[src/rtl/pixel_mem_arbiter_pkg.sv]
// pixel_mem_pkg
//   Shared constants and helpers for the pixel memory arbiter.
//   Image geometry: 160x120 pixels, 3 bits per pixel, stored row-major.
//
//   xy_to_addr(x, y) : row-major address y*X_RES + x.
//                      Computed at ADDR_SZ width; overflow truncates.
package pixel_mem_pkg;

    localparam int X_RES   = 160;
    localparam int Y_RES   = 120;
    localparam int X_SZ    = 8;
    localparam int Y_SZ    = 7;
    localparam int ADDR_SZ = 15;
    localparam int COL_SZ  = 3;

    localparam logic [COL_SZ-1:0] BLACK_PIX = '0;

    // 160 = 128 + 32, so the multiply reduces to two shifts and an add.
    function automatic logic [ADDR_SZ-1:0] xy_to_addr(input logic [X_SZ-1:0] x,
                                                       input logic [Y_SZ-1:0] y);
        logic [ADDR_SZ-1:0] yWide;
        logic [ADDR_SZ-1:0] xWide;
        yWide = ADDR_SZ'(y);
        xWide = ADDR_SZ'(x);
        return (yWide << 7) + (yWide << 5) + xWide;
    endfunction

endpackage

[src/rtl/pixel_mem_arbiter_if.sv]
// pixel_mem_if
//   Bundles the requester-facing handshake and the RAM-facing bus of the
//   pixel memory arbiter.
//
//   req         requester -> arb  per-requester read request
//   req_x       requester -> arb  packed x, slice i = requester i
//   req_y       requester -> arb  packed y, slice i = requester i
//   gnt         arb -> requester  one-hot grant, same cycle as req
//   rd_valid    arb -> requester  one-hot, pixel for requester i on rd_data
//   rd_data     arb -> requester  returned pixel (shared)
//   rd_oob      arb -> requester  returned read was out of range
//   mem_address arb -> RAM        registered read address
//   mem_q       RAM -> arb        read data, one cycle after mem_address
//
//   Modports: slave = arbiter side, master = requesters plus RAM side.
interface pixel_mem_if
    import pixel_mem_pkg::*;
#(
    parameter int NUM_REQ = 3
);

    logic [NUM_REQ-1:0]      req;
    logic [NUM_REQ*X_SZ-1:0] req_x;
    logic [NUM_REQ*Y_SZ-1:0] req_y;
    logic [NUM_REQ-1:0]      gnt;
    logic [NUM_REQ-1:0]      rd_valid;
    logic [COL_SZ-1:0]       rd_data;
    logic                    rd_oob;
    logic [ADDR_SZ-1:0]      mem_address;
    logic [COL_SZ-1:0]       mem_q;

    modport slave (
        input  req, req_x, req_y, mem_q,
        output gnt, rd_valid, rd_data, rd_oob, mem_address
    );

    modport master (
        output req, req_x, req_y, mem_q,
        input  gnt, rd_valid, rd_data, rd_oob, mem_address
    );

endinterface

[src/rtl/pixel_mem_arbiter_rr_arbiter.sv]
// rr_arbiter
//   Combinational round-robin grant: picks the first set req bit searching
//   from ptr upward with wrap-around.
//
//   req     in   NUM_REQ   request vector (already gated by the caller)
//   ptr     in   IDX_SZ    highest-priority requester index
//   gnt     out  NUM_REQ   one-hot grant, zero when req is zero
//   gntIdx  out  IDX_SZ    encoded index of the granted requester
//   anyGnt  out  1         a grant is being given this cycle
module rr_arbiter #(
    parameter int NUM_REQ = 3,
    parameter int IDX_SZ  = (NUM_REQ > 1) ? $clog2(NUM_REQ) : 1
) (
    input  logic [NUM_REQ-1:0] req,
    input  logic [IDX_SZ-1:0]  ptr,
    output logic [NUM_REQ-1:0] gnt,
    output logic [IDX_SZ-1:0]  gntIdx,
    output logic               anyGnt
);

    int                cand;
    logic [IDX_SZ-1:0] candIdx;

    always_comb begin
        gnt     = '0;
        gntIdx  = '0;
        anyGnt  = 1'b0;
        cand    = 0;
        candIdx = '0;
        for (int k = 0; k < NUM_REQ; k++) begin
            cand = int'(ptr) + k;
            if (cand >= NUM_REQ) begin
                cand = cand - NUM_REQ;
            end
            candIdx = IDX_SZ'(cand);
            if (!anyGnt && req[candIdx]) begin
                anyGnt       = 1'b1;
                gnt[candIdx] = 1'b1;
                gntIdx       = candIdx;
            end
        end
    end

endmodule

[src/rtl/pixel_mem_arbiter.sv]
// pixel_mem_arbiter
//   Shares one read-only image RAM (160x120, 3-bit pixels, 1-cycle
//   registered read) between NUM_REQ pixel-walk engines. Round-robin grant,
//   one read issued per cycle, fully pipelined; returned pixels are routed
//   back to the requester that won the grant two cycles earlier.
//
//   clk      in   system clock, rising edge
//   reset    in   synchronous, active-high; discards in-flight reads
//   bus      slave side of pixel_mem_if (handshake, routing, RAM bus)
//
//   Optional feature macro: PIXEL_ARB_OOB_CHECK_EN
//     defined   : requests outside the image are granted but skip the RAM;
//                 they return BLACK_PIX with rd_oob=1.
//     undefined : no range check, rd_oob tied 0.
module pixel_mem_arbiter
    import pixel_mem_pkg::*;
#(
    parameter int NUM_REQ = 3
) (
    input  logic        clk,
    input  logic        reset,
    pixel_mem_if.slave  bus
);

    localparam int IDX_SZ = (NUM_REQ > 1) ? $clog2(NUM_REQ) : 1;

    logic [NUM_REQ-1:0] reqGated;
    logic [NUM_REQ-1:0] gnt;
    logic [IDX_SZ-1:0]  gntIdx;
    logic               transfer;

    logic [IDX_SZ-1:0]  ptr;
    logic [X_SZ-1:0]    selX;
    logic [Y_SZ-1:0]    selY;
    logic [ADDR_SZ-1:0] addrNext;
    logic               outOfRange;

    logic [ADDR_SZ-1:0] memAddress;
    logic               v1;
    logic               v2;
    logic [IDX_SZ-1:0]  tag1;
    logic [IDX_SZ-1:0]  tag2;
    logic               oob1;
    logic               oob2;
    logic [NUM_REQ-1:0] rdValid;

    // Nothing is granted while reset is held, so no transfer can slip in.
    assign reqGated = bus.req & {NUM_REQ{~reset}};

    rr_arbiter #(
        .NUM_REQ (NUM_REQ),
        .IDX_SZ  (IDX_SZ)
    ) uArb (
        .req    (reqGated),
        .ptr    (ptr),
        .gnt    (gnt),
        .gntIdx (gntIdx),
        .anyGnt (transfer)
    );

    assign bus.gnt = gnt;

    always_comb begin
        selX = '0;
        selY = '0;
        for (int k = 0; k < NUM_REQ; k++) begin
            if (gntIdx == IDX_SZ'(k)) begin
                selX = bus.req_x[k*X_SZ +: X_SZ];
                selY = bus.req_y[k*Y_SZ +: Y_SZ];
            end
        end
    end

    assign addrNext = xy_to_addr(selX, selY);

`ifdef PIXEL_ARB_OOB_CHECK_EN
    assign outOfRange = (selX >= X_SZ'(X_RES)) || (selY >= Y_SZ'(Y_RES));
`else
    assign outOfRange = 1'b0;
`endif

    always_ff @(posedge clk) begin
        if (reset) begin
            ptr        <= '0;
            memAddress <= '0;
            v1         <= 1'b0;
            v2         <= 1'b0;
            tag1       <= '0;
            tag2       <= '0;
            oob1       <= 1'b0;
            oob2       <= 1'b0;
        end else begin
            v1   <= transfer;
            v2   <= v1;
            tag2 <= tag1;
            oob2 <= oob1;
            if (transfer) begin
                ptr  <= (int'(gntIdx) == NUM_REQ - 1) ? '0 : gntIdx + 1'b1;
                tag1 <= gntIdx;
                oob1 <= outOfRange;
                // Out-of-range reads never touch the RAM; the address bus
                // keeps its previous value.
                if (!outOfRange) begin
                    memAddress <= addrNext;
                end
            end
        end
    end

    assign bus.mem_address = memAddress;

    always_comb begin
        rdValid = '0;
        if (v2) begin
            rdValid[tag2] = 1'b1;
        end
    end

    assign bus.rd_valid = rdValid;
    assign bus.rd_data  = (v2 && !oob2) ? bus.mem_q : BLACK_PIX;

`ifdef PIXEL_ARB_OOB_CHECK_EN
    assign bus.rd_oob = v2 & oob2;
`else
    assign bus.rd_oob = 1'b0;
`endif

endmodule
[src/flat_wrapper.sv]
// flat-port wrapper written by rule: the top's interface ports become plain ports
module pixel_mem_arbiter_flat import pixel_mem_pkg::*;
#(
    parameter int NUM_REQ = 3
)
  (clk, reset, bus_req, bus_req_x, bus_req_y, bus_mem_q, bus_gnt, bus_rd_valid, bus_rd_data, bus_rd_oob, bus_mem_address);
  pixel_mem_if #(.NUM_REQ(NUM_REQ)) bus_i ();
  input  logic clk;
  input  logic reset;
  input wire logic [$bits(bus_i.req)-1:0] bus_req;
  input wire logic [$bits(bus_i.req_x)-1:0] bus_req_x;
  input wire logic [$bits(bus_i.req_y)-1:0] bus_req_y;
  input wire logic [$bits(bus_i.mem_q)-1:0] bus_mem_q;
  output wire logic [$bits(bus_i.gnt)-1:0] bus_gnt;
  output wire logic [$bits(bus_i.rd_valid)-1:0] bus_rd_valid;
  output wire logic [$bits(bus_i.rd_data)-1:0] bus_rd_data;
  output wire logic [$bits(bus_i.rd_oob)-1:0] bus_rd_oob;
  output wire logic [$bits(bus_i.mem_address)-1:0] bus_mem_address;
  assign bus_i.req = bus_req;
  assign bus_i.req_x = bus_req_x;
  assign bus_i.req_y = bus_req_y;
  assign bus_i.mem_q = bus_mem_q;
  assign bus_gnt = bus_i.gnt;
  assign bus_rd_valid = bus_i.rd_valid;
  assign bus_rd_data = bus_i.rd_data;
  assign bus_rd_oob = bus_i.rd_oob;
  assign bus_mem_address = bus_i.mem_address;
  pixel_mem_arbiter #(.NUM_REQ(NUM_REQ)) u_core (.clk(clk), .reset(reset), .bus(bus_i));
endmodule
[config.mk]
export PLATFORM = sky130hd
export DESIGN_NAME = pixel_mem_arbiter_flat
export DESIGN_NICKNAME = d
export VERILOG_FILES = /design/src/rtl/pixel_mem_arbiter_pkg.sv /design/src/rtl/pixel_mem_arbiter_if.sv /design/src/rtl/pixel_mem_arbiter_rr_arbiter.sv /design/src/rtl/pixel_mem_arbiter.sv /design/src/flat_wrapper.sv
export SDC_FILE = /design/constraint.sdc
export NUM_CORES = 1
export LEC_CHECK = 0
export ABC_AREA = 1
export CAP_MARGIN = 20
export CORE_UTILIZATION = 45
export CTS_CLUSTER_SIZE = 25
export DETAILED_ROUTE_END_ITERATION = 10
export MAX_ROUTING_LAYER = met4
export PLACE_DENSITY = 0.85
export SLEW_MARGIN = 0
export SYNTH_ARGS = -nofsm -noshare
export SYNTH_HDL_FRONTEND = slang
export SYNTH_SLANG_ARGS = --single-unit
[constraint.sdc]
create_clock -name clk -period 6.7 [get_ports clk]
set_input_delay 1.34 -clock clk [delete_from_list [all_inputs] [get_ports clk]]
set_output_delay 1.34 -clock clk [all_outputs]
set_load 0.05 [all_outputs]
Yosys cells after proc, flatten, opt, wreduce, memory -nomap -nowiden

Index checks and enable logic that the tools add are counted.

Output and inout port bits: 25
Input bits: 53
Bits in registers: 23
Logic and storage cells: 76

Bitwise logic cells: 4
Reductions and logical operators: 9
Muxes and demuxes: 35
Equal/unequal tests: 3
$lt $le $gt $ge: 11
Add/sub/neg operators: 8

Operator list:

| kind                  | count |
|---|---|
| $mux W8               | 3 |
| $mux W7               | 3 |
| $add A14 B12 Y15      | 1 |
| $add A15 B8 Y15       | 1 |
| $mux W3               | 5 |
| $mux W2               | 7 |
| $lt A2 B3 Y1 const B  | 4 |
| $mux W1               | 10 |
| $demux W1 S2          | 4 |
| $ge A2 B1 Y1 const B  | 4 |
| $bmux W1 S2           | 3 |
| $ge A3 B2 Y1 const B  | 2 |
| $logic_and A1 B1 Y1   | 6 |
| $or A3 B3 Y3          | 2 |
| $sub A2 B2 Y2 const B | 3 |
| $eq A2 B2 Y1 const B  | 2 |
| $add A2 B1 Y3 const B | 1 |
| $add A2 B2 Y3 const B | 1 |
| $and A3 B3 Y3         | 1 |
| $add A2 B1 Y2 const B | 1 |
| $eq A2 B1 Y1 const B  | 1 |
| $ge A2 B2 Y1 const B  | 1 |
| $logic_not A1 Y1      | 2 |
| $logic_not A2 Y1      | 1 |
| $not A1 Y1            | 1 |

Longest topological paths before layout

Depth after elaboration: 17
Mapped depth: 28
Gate-level depth less buffers: 26

Modules after synthesis

From an unflattened synthesis, not the netlist that was laid out.

Cell total of the unflattened synthesis: 301
Area total of the unflattened synthesis: 1919.3 µm²

Modules (own cells, without submodules):

| module            | times used | seq. area each (µm²) | area an instance (µm²) | cells an instance |
|---|---|---|---|---|
| pixel_mem_arbiter | 1          | 460.4                | 1586.5                 | 237 |
| rr_arbiter        | 1          | 0.0                  | 332.8                  | 64 |

Worst setup path after synthesis

OpenSTA, ideal clock, no wires.

Path type: input-to-reg
Start point: input reset
End point: register u_core.memAddress[14], in the netlist u_core.bus.mem_address[14]
Arrival: 4160 ps
Setup time: 118 ps
Path buffers: 2
Stages: 23
Required time: 6582 ps
Path slack: 2423 ps
Path through: inv_2 nand2_4 o21ai_2 nand2_4 nand3_1 nand2_1 nor2_2 buf_6 buf_6 o21ai_0 a21oi_1 fa_1 inv_1 fa_1 nor2_1 o21ai_0 nand2_1 nand2_1 nand2_1 a21oi_1 nor2_1 o21ai_0 o21ai_1

Word-level cells in the longest chain between the ends: 17
Elaborated cells between the ends (all ways): 29
Classes of those cells: add/sub (2); eq/ne (2); mux (18); bitwise (2); reduce/logical (5)

Ends and longest elaborated chain:

| item                          | RTL line                           | RTL |
|---|---|---|
| from (decl)                   | flat_wrapper.sv:9                  | `input logic reset;` |
| $not A1 Y1                    | pixel_mem_arbiter.sv:48            | `assign reqGated = bus.req & {NUM_REQ{~reset}};` |
| $and A3 B3 Y3                 | pixel_mem_arbiter.sv:48            |  |
| $bmux W1 S2                   | pixel_mem_arbiter_rr_arbiter.sv:36 | `if (!anyGnt && req[candIdx]) begin` |
| $mux W1 (implied by the code) | pixel_mem_arbiter_rr_arbiter.sv:36 |  |
| $mux W1                       | pixel_mem_arbiter_rr_arbiter.sv:36 |  |
| $logic_not A1 Y1              | pixel_mem_arbiter_rr_arbiter.sv:36 |  |
| $logic_and A1 B1 Y1           | pixel_mem_arbiter_rr_arbiter.sv:36 |  |
| $mux W1                       | pixel_mem_arbiter_rr_arbiter.sv:36 |  |
| $logic_not A1 Y1              | pixel_mem_arbiter_rr_arbiter.sv:36 |  |
| $logic_and A1 B1 Y1           | pixel_mem_arbiter_rr_arbiter.sv:36 |  |
| $mux W2                       | pixel_mem_arbiter_rr_arbiter.sv:36 |  |
| $logic_not A2 Y1              | pixel_mem_arbiter.sv:67            | `if (gntIdx == IDX_SZ'(k)) begin` |
| $mux W7 (3 in a row)          | pixel_mem_arbiter.sv:67            |  |
| $add A14 B12 Y15              | pixel_mem_arbiter_pkg.sv:25        | `return (yWide << 7) + (yWide << 5) + xWide;` |
| $add A15 B8 Y15               | pixel_mem_arbiter_pkg.sv:25        |  |
| to (signal assigned)          | pixel_mem_arbiter.sv:104           | `memAddress <= addrNext;` |
| to (decl)                     | pixel_mem_arbiter.sv:38            | `logic [ADDR_SZ-1:0] memAddress;` |

Parallel ways exist; a longest one is shown, timed or not. The select of a mux whose other input is x is not followed.
A chain may end at the register's enable or synchronous reset.

Worst setup path after layout

Start point: input reset
End point: register u_core.memAddress[11], in the netlist u_core.bus.mem_address[11]

Same word-level chain as after synthesis.

==> results.txt <==
----------------------------------------------------
[GRT]
  Antenna violations before repair ... 0
  Aggregate global-route resource usage ... 23.3%
  Remaining global-route overflow ... 0
  Wire length of the first global-routing pass ... 7600 µm
  Via count of the first global-routing pass ... 1852
  Maximum number of pins on one net before global-route repair ... 23

[Yosys]
  #FFs+latches synth ... 23
  Mean cell area of the mapped netlist ... 6.89 µm²
  Distinct cell type count of the synthesized netlist ... 35
  Share of the yosys chip area belonging to registers ... 25.7%
  Portion of synthesized cell area occupied by the leading cell type ... 25.7%
  Post-synthesis instance area ... 1790 µm²
  Number of nets produced by synthesis ... 332
  Yosys top cell by area ... sky130_fd_sc_hd__dfxtp_1
  Yosys warning count ... 0
  Synth top area cells ... sky130_fd_sc_hd__dfxtp_1, sky130_fd_sc_hd__nand2_1, sky130_fd_sc_hd__ha_1
  Cells after synthesis ... 260

[Hold path]
  Worst min path class ... reg -> reg
  Worst hold path stage count ... 2

[Routing]
  Vias ... 1990
  Final routed DRC violation total ... 0
  Post-DR wirelength/cell ... 12.6 µm
  Length of the first detailed-routing pass in iterations ... 4
  Total wirelength of the detailed-routed design ... 4770 µm
  Starting DRC count in detailed routing ... 106
  Post-DR vias/cell ... 5.25
  Remaining number of nets flagged by the antenna check after routing ... 0

[Setup path]
  Maximum fanout encountered on the critical timing path ... 20
  Data arrival time of the critical path ... 5.23 ns
  Worst setup EP type ... register
  CP Data Required Time ... 6.85 ns
  Cells on worst reg2reg path ... 21
  Path type of the worst setup path ... in -> reg
  Launching element type of the critical path ... input pin

[STA]
  Actual slew at the worst max-slew pin ... 0.502 ns
  RSZ-0062 raised after global routing ... no
  Time the final worst path needs with I/O delays and setup ... 5.08 ns
  Slew Limit Headroom ... 66.4%
  Clk_skew ... 0.00803 ns
  Total negative slack ... 0 ns
  Worst Setup Slack, final ... 1.62 ns
  Hold Violations, Final ... 0
  Number of max-slew violations in the final report ... 0
  Max Clk Rate ... 197 MHz
  Post-route fraction of the period consumed by the critical path ... 75.8%
  Final count of negative-setup-slack endpoints ... 0

[Clocking]
  CTS tree ... built
  Number of cells upsized or downsized after cts ... 0
  Reg clk slew, reported paths ... 0.09 ns
  Post-CTS setup buffer count ... 0
  Clock buffer depth ... 2
  Number of levels the H-tree was split into ... 1
  Number of buffers created by CTS ... 3
  CTS root buffer ... sky130_fd_sc_hd__clkbuf_8
  Number of clock sinks ... 23
  Worst skew pair latency ... 0.27 ns
  Count of hold-fix buffers inserted at cts ... 0

[Placement]
  Post-placement worst setup slack ... 1.38 ns
  DPL Wire Length ... 3750 µm
  Input/output buffers ... 76
  Last weighted congestion value of the routability-driven placer ... 0.883

[Floorplanning]
  Width of the die ... 65.1 µm
  Vert. Die Dim ... 65.1 µm
  FP Rows ... 22
  Total die area ... 4230 µm²
  Core area ... 3740 µm²
  Starting utilization of the core area ... 47.8%
  I/O Pins ... 78

[Final layout]
  Multi-input logic area ... 1130 µm²
  Final antenna diode count ... 0
  Area of all sequential standard cells ... 460 µm²
  Count of filler cells inserted in the layout ... 332
  # nets final ... 404
  Area growth from synthesis to final layout ... 44.8%
  Fraction of final layout cells with drive strength greater than 1 ... 6.95%

[Job]
  Max cap viols ... 0

[Outcome]
  Result of the run ... finished clean

----------------------------------------------------
worst max-delay path: stages:
cell	delay [ns]
sky130_fd_sc_hd__clkdlybuf4s50_1	0.52
sky130_fd_sc_hd__inv_2	0.19
sky130_fd_sc_hd__nand2_1	0.12
sky130_fd_sc_hd__nand2_1	0.08
sky130_fd_sc_hd__nand3_1	0.08
sky130_fd_sc_hd__nand2_1	0.09
sky130_fd_sc_hd__nand3_1	0.10
sky130_fd_sc_hd__nor2_2	0.13
sky130_fd_sc_hd__nor2_2	0.04
sky130_fd_sc_hd__buf_4	0.20
sky130_fd_sc_hd__inv_2	0.21
sky130_fd_sc_hd__nand2_1	0.08
sky130_fd_sc_hd__a21oi_1	0.27
sky130_fd_sc_hd__fa_1	0.48
sky130_fd_sc_hd__ha_1	0.30
sky130_fd_sc_hd__a21oi_1	0.06
sky130_fd_sc_hd__o21bai_1	0.30
sky130_fd_sc_hd__a21oi_1	0.13
sky130_fd_sc_hd__o21ai_0	0.26
sky130_fd_sc_hd__xnor2_1	0.15
sky130_fd_sc_hd__o21ai_0	0.08
per-stage QoR:
| stage | instance area (µm²) | utilization, % | instances | hold slack [ns] |
|---|---|---|---|---|
| after floorplan | 1790 | - | 260 | 0.388 |
| after global placement | 2550 | 68.0 | 375 | 0.397 |
| after detailed placement | 2550 | 68.0 | 375 | 0.399 |
| after CTS | 2590 | 69.3 | 379 | 0.410 |
| after global routing | 2590 | 69.3 | 379 | 0.436 |
| final | 2590 | 69.3 | 379 | 0.412 |
routing by layer:
metal	up-vias	track usage [%]	routed length, µm
li1	1004	-	-
met4	0	7.34	59
met5	-	-	0
met3	6	2.29	340
met2	84	45.7	2430
met1	896	24.0	1940
area by class of cell:
type,count,share of cell area (%)
Clock buffer,3,1.59
Clock inverter,1,0.193
Inverter,33,4.78
Multi-Input combinational cell,194,43.7
Sequential cell,23,17.8
Tap cell,48,2.32
Timing Repair Buffer,77,29.6
state kept, by name, indices dropped and copies added, names as in the netlist:
signal                  cells
u_core.bus.mem_address     15
u_core.ptr                  2
u_core.tag1                 2
u_core.tag2                 2
u_core.v1                   1
u_core.v2                   1
cells by family (layout without fill, tap and decap cells):
logic type                 after synthesis  after routing  share of synthesized area (%)
xor gates and xnor gates                 2              2                          0.979
buffers and inverters                   43            114                           11.0
other                                    1              1                          0.209
DFF                                     23             23                           25.7
adders and majority gates               19             19                           14.1
AOI/OAI and AO/OA                       38             38                           13.5
and+or+nand+nor                        134            134                           34.5
final timing paths:
kind	endpoint	slack (ns)	from
max	u_core.bus.mem_address[11]$_SDFFE_PP0P_	1.62	reset
min	u_core.v2$_SDFF_PP0_	0.41	u_core.v1$_SDFF_PP0_
max reg2reg	u_core.bus.mem_address[11]$_SDFFE_PP0P_	2.44	u_core.ptr[0]$_SDFFE_PP0P_
min reg2reg	u_core.v2$_SDFF_PP0_	0.41	u_core.v1$_SDFF_PP0_
cells in the mapped netlist, drive strengths merged:
cell / instances
fa: 2
conb: 1
a221oi: 1
a32o: 2
a21oi: 7
nor3: 3
a31oi: 1
a22o: 2
nand2: 76
or2: 1
o21bai: 1
nand4: 2
xnor2: 1
o22ai: 2
o21ai: 15
xor2: 1
buf: 10
nand3b: 1
o211ai: 5
nor2: 16
ha: 17
o221ai: 2
nand3: 35
dfxtp: 23
inv: 33
layout by cell type, fill, tap and decap left out, types with 2 or more instances in the layout:
master,count
sky130_fd_sc_hd__clkdlybuf4s50_1,76
sky130_fd_sc_hd__nand2_1,72
sky130_fd_sc_hd__nand3_1,34
sky130_fd_sc_hd__inv_1,28
sky130_fd_sc_hd__dfxtp_1,23
sky130_fd_sc_hd__ha_1,17
sky130_fd_sc_hd__nor2_1,11
sky130_fd_sc_hd__o21ai_0,11
sky130_fd_sc_hd__a21oi_1,7
sky130_fd_sc_hd__inv_2,5
sky130_fd_sc_hd__o211ai_1,5
sky130_fd_sc_hd__o21ai_1,3
sky130_fd_sc_hd__nor3_1,3
sky130_fd_sc_hd__nor2_4,3
sky130_fd_sc_hd__clkbuf_8,3
sky130_fd_sc_hd__nand2_4,2
sky130_fd_sc_hd__nand4_1,2
sky130_fd_sc_hd__nand2_2,2
sky130_fd_sc_hd__nor2_2,2
sky130_fd_sc_hd__o22ai_1,2
sky130_fd_sc_hd__o221ai_1,2
sky130_fd_sc_hd__a22o_1,2
sky130_fd_sc_hd__a32o_1,2
sky130_fd_sc_hd__fa_1,2
Power is not shown: default switching activity piles up to over one toggle a cycle in this logic, so the estimate is an artifact.
==> variant (config.mk and constraints unchanged) <==
`NUM_REQ` is set to 3 in 4 places; all go to 2.
--- a/src/rtl/pixel_mem_arbiter_if.sv
+++ b/src/rtl/pixel_mem_arbiter_if.sv
@@ -16,7 +16,7 @@
 interface pixel_mem_if
     import pixel_mem_pkg::*;
 #(
-    parameter int NUM_REQ = 3
+    parameter int NUM_REQ = 2
 );
 
     logic [NUM_REQ-1:0]      req;
--- a/src/rtl/pixel_mem_arbiter_rr_arbiter.sv
+++ b/src/rtl/pixel_mem_arbiter_rr_arbiter.sv
@@ -8,7 +8,7 @@
 //   gntIdx  out  IDX_SZ    encoded index of the granted requester
 //   anyGnt  out  1         a grant is being given this cycle
 module rr_arbiter #(
-    parameter int NUM_REQ = 3,
+    parameter int NUM_REQ = 2,
     parameter int IDX_SZ  = (NUM_REQ > 1) ? $clog2(NUM_REQ) : 1
 ) (
     input  logic [NUM_REQ-1:0] req,
--- a/src/rtl/pixel_mem_arbiter.sv
+++ b/src/rtl/pixel_mem_arbiter.sv
@@ -15,7 +15,7 @@
 module pixel_mem_arbiter
     import pixel_mem_pkg::*;
 #(
-    parameter int NUM_REQ = 3
+    parameter int NUM_REQ = 2
 ) (
     input  logic        clk,
     input  logic        reset,
--- a/src/flat_wrapper.sv
+++ b/src/flat_wrapper.sv
@@ -1,7 +1,7 @@
 // flat-port wrapper written by rule: the top's interface ports become plain ports
 module pixel_mem_arbiter_flat import pixel_mem_pkg::*;
 #(
-    parameter int NUM_REQ = 3
+    parameter int NUM_REQ = 2
 )
   (clk, reset, bus_req, bus_req_x, bus_req_y, bus_mem_q, bus_gnt, bus_rd_valid, bus_rd_data, bus_rd_oob, bus_mem_address);
   pixel_mem_if #(.NUM_REQ(NUM_REQ)) bus_i ();
Interface: changed (5 resized); port bits go from 78 to 60. The function was not compared with the original's and may differ.
==> variant against the unedited design <==
- synthesized cell count fell by 17%
- cell area down 20%
- cell count shrank 17%
- synthesized area shrank 20%
- setup slack better by 240 ps
- sequential cell count decreased by 3
- wire length decreased by 33%
- utilization decreased by 1.5 points
- critical path type is now in -> out
- critical endpoint is now bus_gnt[0]
Power is left out: it rests on default switching activity, and per cell area and clock period it moved more than threefold.
==> variant: results (changes against the unedited design) <==
- Nonclk buf count: 58 (was 77)
- Post-Place Cell Area: 2020 µm² (was 2550 µm²)
- Setup WS pre-CTS: 1890 ps (was 1380 ps)
- Sequential share of the synthesized area: 0.279 (was 0.257)
- Global-route wire length before repair: 5370 µm (was 7600 µm)
- Largest net degree at the start of global routing: 20 (was 23)
- Synth unique cells: 25 (was 35)
- Actual slew at the worst max-slew pin: 502 ps (about the same)
- Root buf cell: clkbuf_4 (was clkbuf_8)
- Initial DRC count: 30 (was 106)
- Fin Hold WS: 419 ps (was 412 ps)
- Vias per std cell: 4.58 (was 5.25)
- Inst Count DP: 312 (was 375)
- Mapped Nets: 269 (was 332)
- Layout cells sized above 1: 0.0625 (was 0.0695)
- Clock transition at path regs: 120 ps (was 90 ps)
- Flop-to-flop setup slack: 3900 ps (was 2440 ps)
- Inverters excl. clock: 40 (was 33)
- Met2 wire length: 1540 µm (was 2430 µm)
- WL met1: 1400 µm (was 1940 µm)
- Met2 track utilization from global routing: 0.384 (was 0.457)
- Status: complete, no violations (unchanged)
- Syn_area_per_cell: 6.63 µm² (was 6.89 µm²)
- Tap Count: 44 (was 48)
- Clk tree area frac: 0.0254 (was 0.0179)
- Multi-input gates: 150 (was 194)
- Vias in the first global route: 1,342 (was 1,852)
- Total Routing Usage GR: 0.208 (was 0.233)
- Synth top cells by count: nand2_1 (75), inv_1 (35), dfxtp_1 (20) (was nand2_1 (72), nand3_1 (34), inv_1 (28))
- # fillers: 285 (was 332)
- Routed WL: 3180 µm (was 4770 µm)
- CP peak stage delay: 800 ps (was 520 ps)
- Critical path data arrival time: 3490 ps (was 5230 ps)
- Ratio of final minimum period to clock period: 0.721 (was 0.758)
- Routed vias: 1,448 (was 1,990)
- Final Net Count: 325 (was 404)
- Clk_skew: 11.1 ps (was 8.03 ps)
- Multi-input logic area: 825 µm² (was 1130 µm²)
- NonClk Buf Share: 0.281 (was 0.296)
variant: kinds of logic (layout without fill, tap and decap cells):
family | count (synthesis) | in the layout | synth area share
AND/OR/NAND/NOR | 110 | 110 | 0.325
buffers and inverters | 47 | 102 | 0.148
AO/OA/AOI/OAI | 20 | 20 | 0.0792
flip-flops | 20 | 20 | 0.279
adder cells (fa/ha/maj) | 15 | 15 | 0.141
XOR/XNOR | 3 | 3 | 0.0183
other | 1 | 1 | 0.00261
multiplexers | 1 | 1 | 0.00696
variant: path summary, 6_finish.rpt:
path | cells past startpoint | from | end
max | 7 | reset | bus_gnt[0]
min | 2 | u_core.v1 | u_core.v2
max reg2reg | 15 | u_core.ptr | u_core.bus.mem_address[10]
min reg2reg | 2 | u_core.v1 | u_core.v2
variant: critical path: cells and delay by family:
| family | cells | cell delay [ps] |
|---|---|---|
| buffers and inverters | 4 | 1770 |
| AND/OR/NAND/NOR | 3 | 380 |
